### src/rtl/nes_pkg.sv
// Shared CPU-bus constants and the sprite-DMA state encoding.
package nes_pkg;

   localparam logic [15:0] DMA_REG_ADDR = 16'h4014;
   localparam logic [15:0] OAMDATA_ADDR = 16'h2004;

   typedef enum logic [2:0] {
      IDLE,
      HALT,
      ALIGN,
      READ,
      WRITE
   } dma_state_t;

endpackage

### src/rtl/oam_dma_ctrl_if.sv
// CPU-side bus bundle: CPU requests in, arbitrated bus out, bus read data back.
interface oam_dma_ctrl_if;

   logic [15:0] cpu_addr_i;
   logic        cpu_rw_i;
   logic [7:0]  cpu_wdata_i;
   logic [7:0]  bus_rdata_i;
   logic [15:0] bus_addr_o;
   logic        bus_rw_o;
   logic [7:0]  bus_wdata_o;

   // CPU/memory side: drives requests and read data, observes the arbitrated bus
   modport master (
      output cpu_addr_i, cpu_rw_i, cpu_wdata_i, bus_rdata_i,
      input  bus_addr_o, bus_rw_o, bus_wdata_o
   );

   modport slave (
      input  cpu_addr_i, cpu_rw_i, cpu_wdata_i, bus_rdata_i,
      output bus_addr_o, bus_rw_o, bus_wdata_o
   );

endinterface

### src/rtl/oam_dma_ctrl.sv
// Sprite DMA engine and CPU-bus arbiter in the clk_cpu domain. A CPU write to the
// DMA register halts the CPU and copies one 256-byte page into OAMDATA.
module oam_dma_ctrl #(
   parameter logic [15:0] DMA_REG_ADDR = nes_pkg::DMA_REG_ADDR,
   parameter logic [15:0] OAMDATA_ADDR = nes_pkg::OAMDATA_ADDR,
   parameter logic [8:0]  XFER_LEN     = 9'd256
) (
   input  logic          clk,
   input  logic          rst,
   oam_dma_ctrl_if.slave bus,
   output logic          cpu_halt,
   output logic          dma_active,
   output logic          dma_done
);
   import nes_pkg::*;

   dma_state_t state, state_nxt;
   logic [7:0] page;
   logic [7:0] idx;
   logic [7:0] latch;
   logic       put;
   logic       trigger;
   logic       last_byte;

   assign trigger   = !bus.cpu_rw_i && (bus.cpu_addr_i == DMA_REG_ADDR);
   assign last_byte = ({1'b0, idx} == XFER_LEN - 9'd1);

   // NOTE: state registers use non-blocking assignments so every flop samples
   // pre-edge values regardless of statement order.
   always_ff @(posedge clk) begin
      if (rst) begin
         state    <= IDLE;
         page     <= '0;
         idx      <= '0;
         latch    <= '0;
         put      <= 1'b0;
         dma_done <= 1'b0;
      end else begin
         state    <= state_nxt;
         put      <= ~put;
         dma_done <= (state == WRITE) && last_byte;
         if (state == IDLE && trigger) begin
            page <= bus.cpu_wdata_i;
            idx  <= '0;
         end
         if (state == READ) latch <= bus.bus_rdata_i;
         // idx wraps inside the page; there is deliberately no carry into page
         if (state == WRITE) idx <= idx + 8'd1;
      end
   end

   // NOTE: every output of this block gets a default first, so no path can
   // leave a value unassigned and infer a latch.
   always_comb begin
      state_nxt       = state;
      bus.bus_addr_o  = bus.cpu_addr_i;
      bus.bus_rw_o    = 1'b1;
      bus.bus_wdata_o = 8'h00;
      case (state)
         IDLE: begin
            bus.bus_rw_o    = bus.cpu_rw_i;
            bus.bus_wdata_o = bus.cpu_wdata_i;
            if (trigger) state_nxt = HALT;
         end
         // put flips at this edge: put=1 now means the next cycle is an even slot
         HALT:  state_nxt = put ? READ : ALIGN;
         ALIGN: state_nxt = READ;
         READ: begin
            bus.bus_addr_o = {page, idx};
            state_nxt      = WRITE;
         end
         WRITE: begin
            bus.bus_addr_o  = OAMDATA_ADDR;
            bus.bus_rw_o    = 1'b0;
            bus.bus_wdata_o = latch;
            state_nxt       = last_byte ? IDLE : READ;
         end
         default: state_nxt = IDLE;
      endcase
   end

   assign cpu_halt   = (state != IDLE);
   assign dma_active = (state != IDLE);

endmodule

### src/flat_wrapper.sv
// flat-port wrapper written by rule: the top's interface ports become plain ports
module oam_dma_ctrl_flat import nes_pkg::*;
#(
   parameter logic [15:0] DMA_REG_ADDR = nes_pkg::DMA_REG_ADDR,
   parameter logic [15:0] OAMDATA_ADDR = nes_pkg::OAMDATA_ADDR,
   parameter logic [8:0]  XFER_LEN     = 9'd256
)
  (clk, rst, cpu_halt, dma_active, dma_done, bus_cpu_addr_i, bus_cpu_rw_i, bus_cpu_wdata_i, bus_bus_rdata_i, bus_bus_addr_o, bus_bus_rw_o, bus_bus_wdata_o);
  oam_dma_ctrl_if bus_i ();
  input  logic clk;
  input  logic rst;
  output logic cpu_halt;
  output logic dma_active;
  output logic dma_done;
  input wire logic [$bits(bus_i.cpu_addr_i)-1:0] bus_cpu_addr_i;
  input wire logic [$bits(bus_i.cpu_rw_i)-1:0] bus_cpu_rw_i;
  input wire logic [$bits(bus_i.cpu_wdata_i)-1:0] bus_cpu_wdata_i;
  input wire logic [$bits(bus_i.bus_rdata_i)-1:0] bus_bus_rdata_i;
  output wire logic [$bits(bus_i.bus_addr_o)-1:0] bus_bus_addr_o;
  output wire logic [$bits(bus_i.bus_rw_o)-1:0] bus_bus_rw_o;
  output wire logic [$bits(bus_i.bus_wdata_o)-1:0] bus_bus_wdata_o;
  assign bus_i.cpu_addr_i = bus_cpu_addr_i;
  assign bus_i.cpu_rw_i = bus_cpu_rw_i;
  assign bus_i.cpu_wdata_i = bus_cpu_wdata_i;
  assign bus_i.bus_rdata_i = bus_bus_rdata_i;
  assign bus_bus_addr_o = bus_i.bus_addr_o;
  assign bus_bus_rw_o = bus_i.bus_rw_o;
  assign bus_bus_wdata_o = bus_i.bus_wdata_o;
  oam_dma_ctrl #(.DMA_REG_ADDR(DMA_REG_ADDR), .OAMDATA_ADDR(OAMDATA_ADDR), .XFER_LEN(XFER_LEN)) u_core (.clk(clk), .rst(rst), .bus(bus_i), .cpu_halt(cpu_halt), .dma_active(dma_active), .dma_done(dma_done));
endmodule
### config.mk
export PLATFORM = sky130hd
export DESIGN_NAME = oam_dma_ctrl_flat
export DESIGN_NICKNAME = d
export VERILOG_FILES = /design/src/rtl/nes_pkg.sv /design/src/rtl/oam_dma_ctrl_if.sv /design/src/rtl/oam_dma_ctrl.sv /design/src/flat_wrapper.sv
export SDC_FILE = /design/constraint.sdc
export NUM_CORES = 1
export LEC_CHECK = 0
export BUFFER_PORTS_ARGS = -buffer_cell sky130_fd_sc_hd__buf_2
export CORE_ASPECT_RATIO = 1.2
export CORE_MARGIN = 2
export CORE_UTILIZATION = 52
export DETAILED_ROUTE_END_ITERATION = 10
export GPL_ROUTABILITY_DRIVEN = 0
export PLACE_DENSITY_LB_ADDON = 0.08
export SYNTH_ARGS = -nofsm -noshare
export SYNTH_HDL_FRONTEND = slang
export SYNTH_SLANG_ARGS = --single-unit
### constraint.sdc
create_clock -name clk -period 3.5 [get_ports clk]
set_input_delay 1.05 -clock clk [delete_from_list [all_inputs] [get_ports clk]]
set_output_delay 1.05 -clock clk [all_outputs]
set_load 0.01 [all_outputs]
==> results.cfg <==
[logic_synthesis]
synth_top_family_by_area = simple AND/OR/NAND/NOR gates
synth_warnings = 0
synthSimpleGateAreaFrac_pct = 24.7
synth_edf_count = 0
synth_seq_cells = 29
synthCells = 204
synthAdderAreaFrac_pct = 0.786
async_flop_share_pct = 0
synth_area_um2 = 1590
synth_ff_type = dfxtp_1
synth-xor-area-share_pct = 0.550
yosysSeqAreaShare_pct = 36.4
synth_nets = 240
avgSynthCellArea_um2 = 7.81
yosysUniqueCellTypes = 34
synthMuxAreaShare_pct = 11.9
synth_compound_area_share_pct = 19.7

[clock_network]
cts_buffer_depth = 2
tritoncts = built
post_cts_resized = 0
numCtsBuffers = 5
clock-sinks = 29
cts_hold_buf = 0
clk_latency_ns = 0.34
postCtsSetupBuffers = 0
clk_pin_slew_worst_paths_ns = 0.10
ctsHtreeMaxLevel = 2
clockRootBuffer = clkbuf_4

[pwr]
p_sw_share_pct = 27.4
ir_drop_uv = 323
switchingPower_uw = 215
powerDensity_nw_per_um2 = 394
p_clk_share_pct = 36.7
p_int_uw = 570
leakage_uw = 0.000866
pwr-share-seq_pct = 43.3
pwr-share-comb_pct = 20.0

[routing]
ant_nets = 0
drtPass1Iterations = 4
remaining_drc_errors = 0
drtIter0Drc = 34
vias = 1649
wl_mm = 4.31
viasPerCell = 5.53
wl_per_cell_um = 14.5

[worst_setup_path]
path_depth = 5
slowest_delay_ns = 0.54
required_ns = 2.45
critPathBufInv = 1
arrival_ns = 1.96
crit_path_start_kind = flop
path_cells = nor2b_1, and2_1, a21oi_2, a22o_2, buf_2
r2r_cells = 5
worst-path-max-fanout = 15
crit_path_top_delay_cell = a21oi_2
cpLargestDelayFamily = compound AO/OA/AOI/OAI gates
cp-end-kind = output pin
criticalPathCategory = flop to output pin

[layout]
finish.utilization_pct = 66.4
diodes = 0
design_area_um2 = 1990
finalNonFillerCells = 298
nets = 297
syn2layout_area_growth_pct = 25.1
drive_gt1_share_pct = 29.8
final_cell_mix = buf_2 (62), nand2_1 (41), dfxtp_1 (29)
mostFrequentLayoutCell = buf_2

[global_route]
antenna_found_initial = 0
grt_pass1_wl_mm = 6.83
grt_use_met3_pct = 8.53
grt_pass1_vias = 1560
grt_max_degree = 24
met1_usage_pct = 29.0
overflow = 0
grt_util_met2_pct = 46.8
busiest_layer = met2
grt_usage_pct = 27.3

[timing]
fin_crit_sh_pct = 86.0
max_freq_mhz = 332
tns_ns = 0
holdWs_ns = 0.435
relSlewSlack_pct = 51.7
worst_slew_pin_slew_ns = 0.725
finalMaxSlewViolations = 0
finalSetupViolCount = 0
layout_min_cycle_time_ns = 3.01
rsz0062_at_grt = false
hold_viol = 0
fin_skew_ns = 0.00993

[placement]
post-dp-hpwl_mm = 3.10
post_dp_cell_area_um2 = 1900
numPortBuffers = 62
dp.cells = 290

[floorplan]
coreArea_um2 = 3000
dieArea_um2 = 3520
pin_count = 63
initial_utilization_pct = 53.1
die_h_um = 64.6
die_width_um = 54.5
num_rows = 22

[hold_path]
holdPathStages = 1
hold_path_class = flop to flop

[job]
maxCapViolCount = 0

[outcome]
status = finished, final reports clean
kinds of logic (layout without fill, tap and decap cells):
| family | after synthesis | after routing |
|---|---|---|
| multiplexers | 19 | 19 |
| XOR/XNOR | 1 | 1 |
| flip-flops | 29 | 29 |
| buffers and inverters | 21 | 79 |
| adder cells (fa/ha/maj) | 1 | 1 |
| AO/OA/AOI/OAI | 45 | 45 |
| AND/OR/NAND/NOR | 88 | 88 |
cell usage after synthesis (3+ instances only):
cell / n / area share [%]
a21oi_1: 14 / 4.4
mux2i_1: 19 / 12
inv_1: 5 / 1.2
o211ai_1: 3 / 1.4
nand2_1: 41 / 9.7
o21ai_0: 6 / 1.9
o32ai_1: 3 / 1.6
and2_1: 3 / 1.2
nor2_1: 19 / 4.5
nor3_1: 5 / 1.6
clkbuf_1: 10 / 2.4
nand3_1: 7 / 2.2
dfxtp_1: 29 / 36
a22o_1: 13 / 7.1
final timing paths:
check        slack [ns]                 end       startpoint
max                0.49  bus_bus_addr_o[10]  u_core.state[1]
min                0.44          u_core.put       u_core.put
max reg2reg        1.88      u_core.page[3]  u_core.state[0]
min reg2reg        0.44          u_core.put       u_core.put
worst reg2reg max path, cell delays in order (launching register included):
cell and delay, ns:
dfxtp_1 0.38, nor2_1 0.38, nand2_1 0.19, nor3_2 0.20, buf_4 0.22, mux2i_1 0.19
per-layer routing:
layer	up-vias	wire length, um
met2	56	2150
met4	0	126
met3	13	270
li1	828	-
met5	-	0
met1	752	1770
layout make-up:
type | count | area (um2)
tap | 36 | 45.0
timing repair buffer | 66 | 340
multi-input combinational | 154 | 923
clock buffer | 7 | 55.1
clock inverter | 1 | 30.0
inverter | 5 | 18.8
fill | 273 | 1010
sequential | 29 | 581
sequential cells by signal, summed over array words and instances (netlist names):
name / cells
u_core.page: 8
u_core.put: 1
u_core.latch: 8
u_core.state: 3
u_core.dma_done: 1
u_core.idx: 8
power by group through the flow:
stage | clock network, uW | logic [uW] | registers (uW)
6_report | 289 | 157 | 340
2_1_floorplan | 0 | 95.3 | 345
3_3_place_gp | 0 | 157 | 347
3_5_place_dp | 0 | 157 | 348
4_1_cts | 294 | 158 | 340
5_1_grt | 311 | 172 | 341
through the flow:
step | worst slack [ns] | power (uW)
floorplan | 0.806 | 440
global placement | 0.563 | 505
detailed placement | 0.532 | 505
CTS | 0.139 | 792
global route | 0.386 | 824
finish | 0.491 | 786
Note: power is estimated with default switching activity, not from simulation.
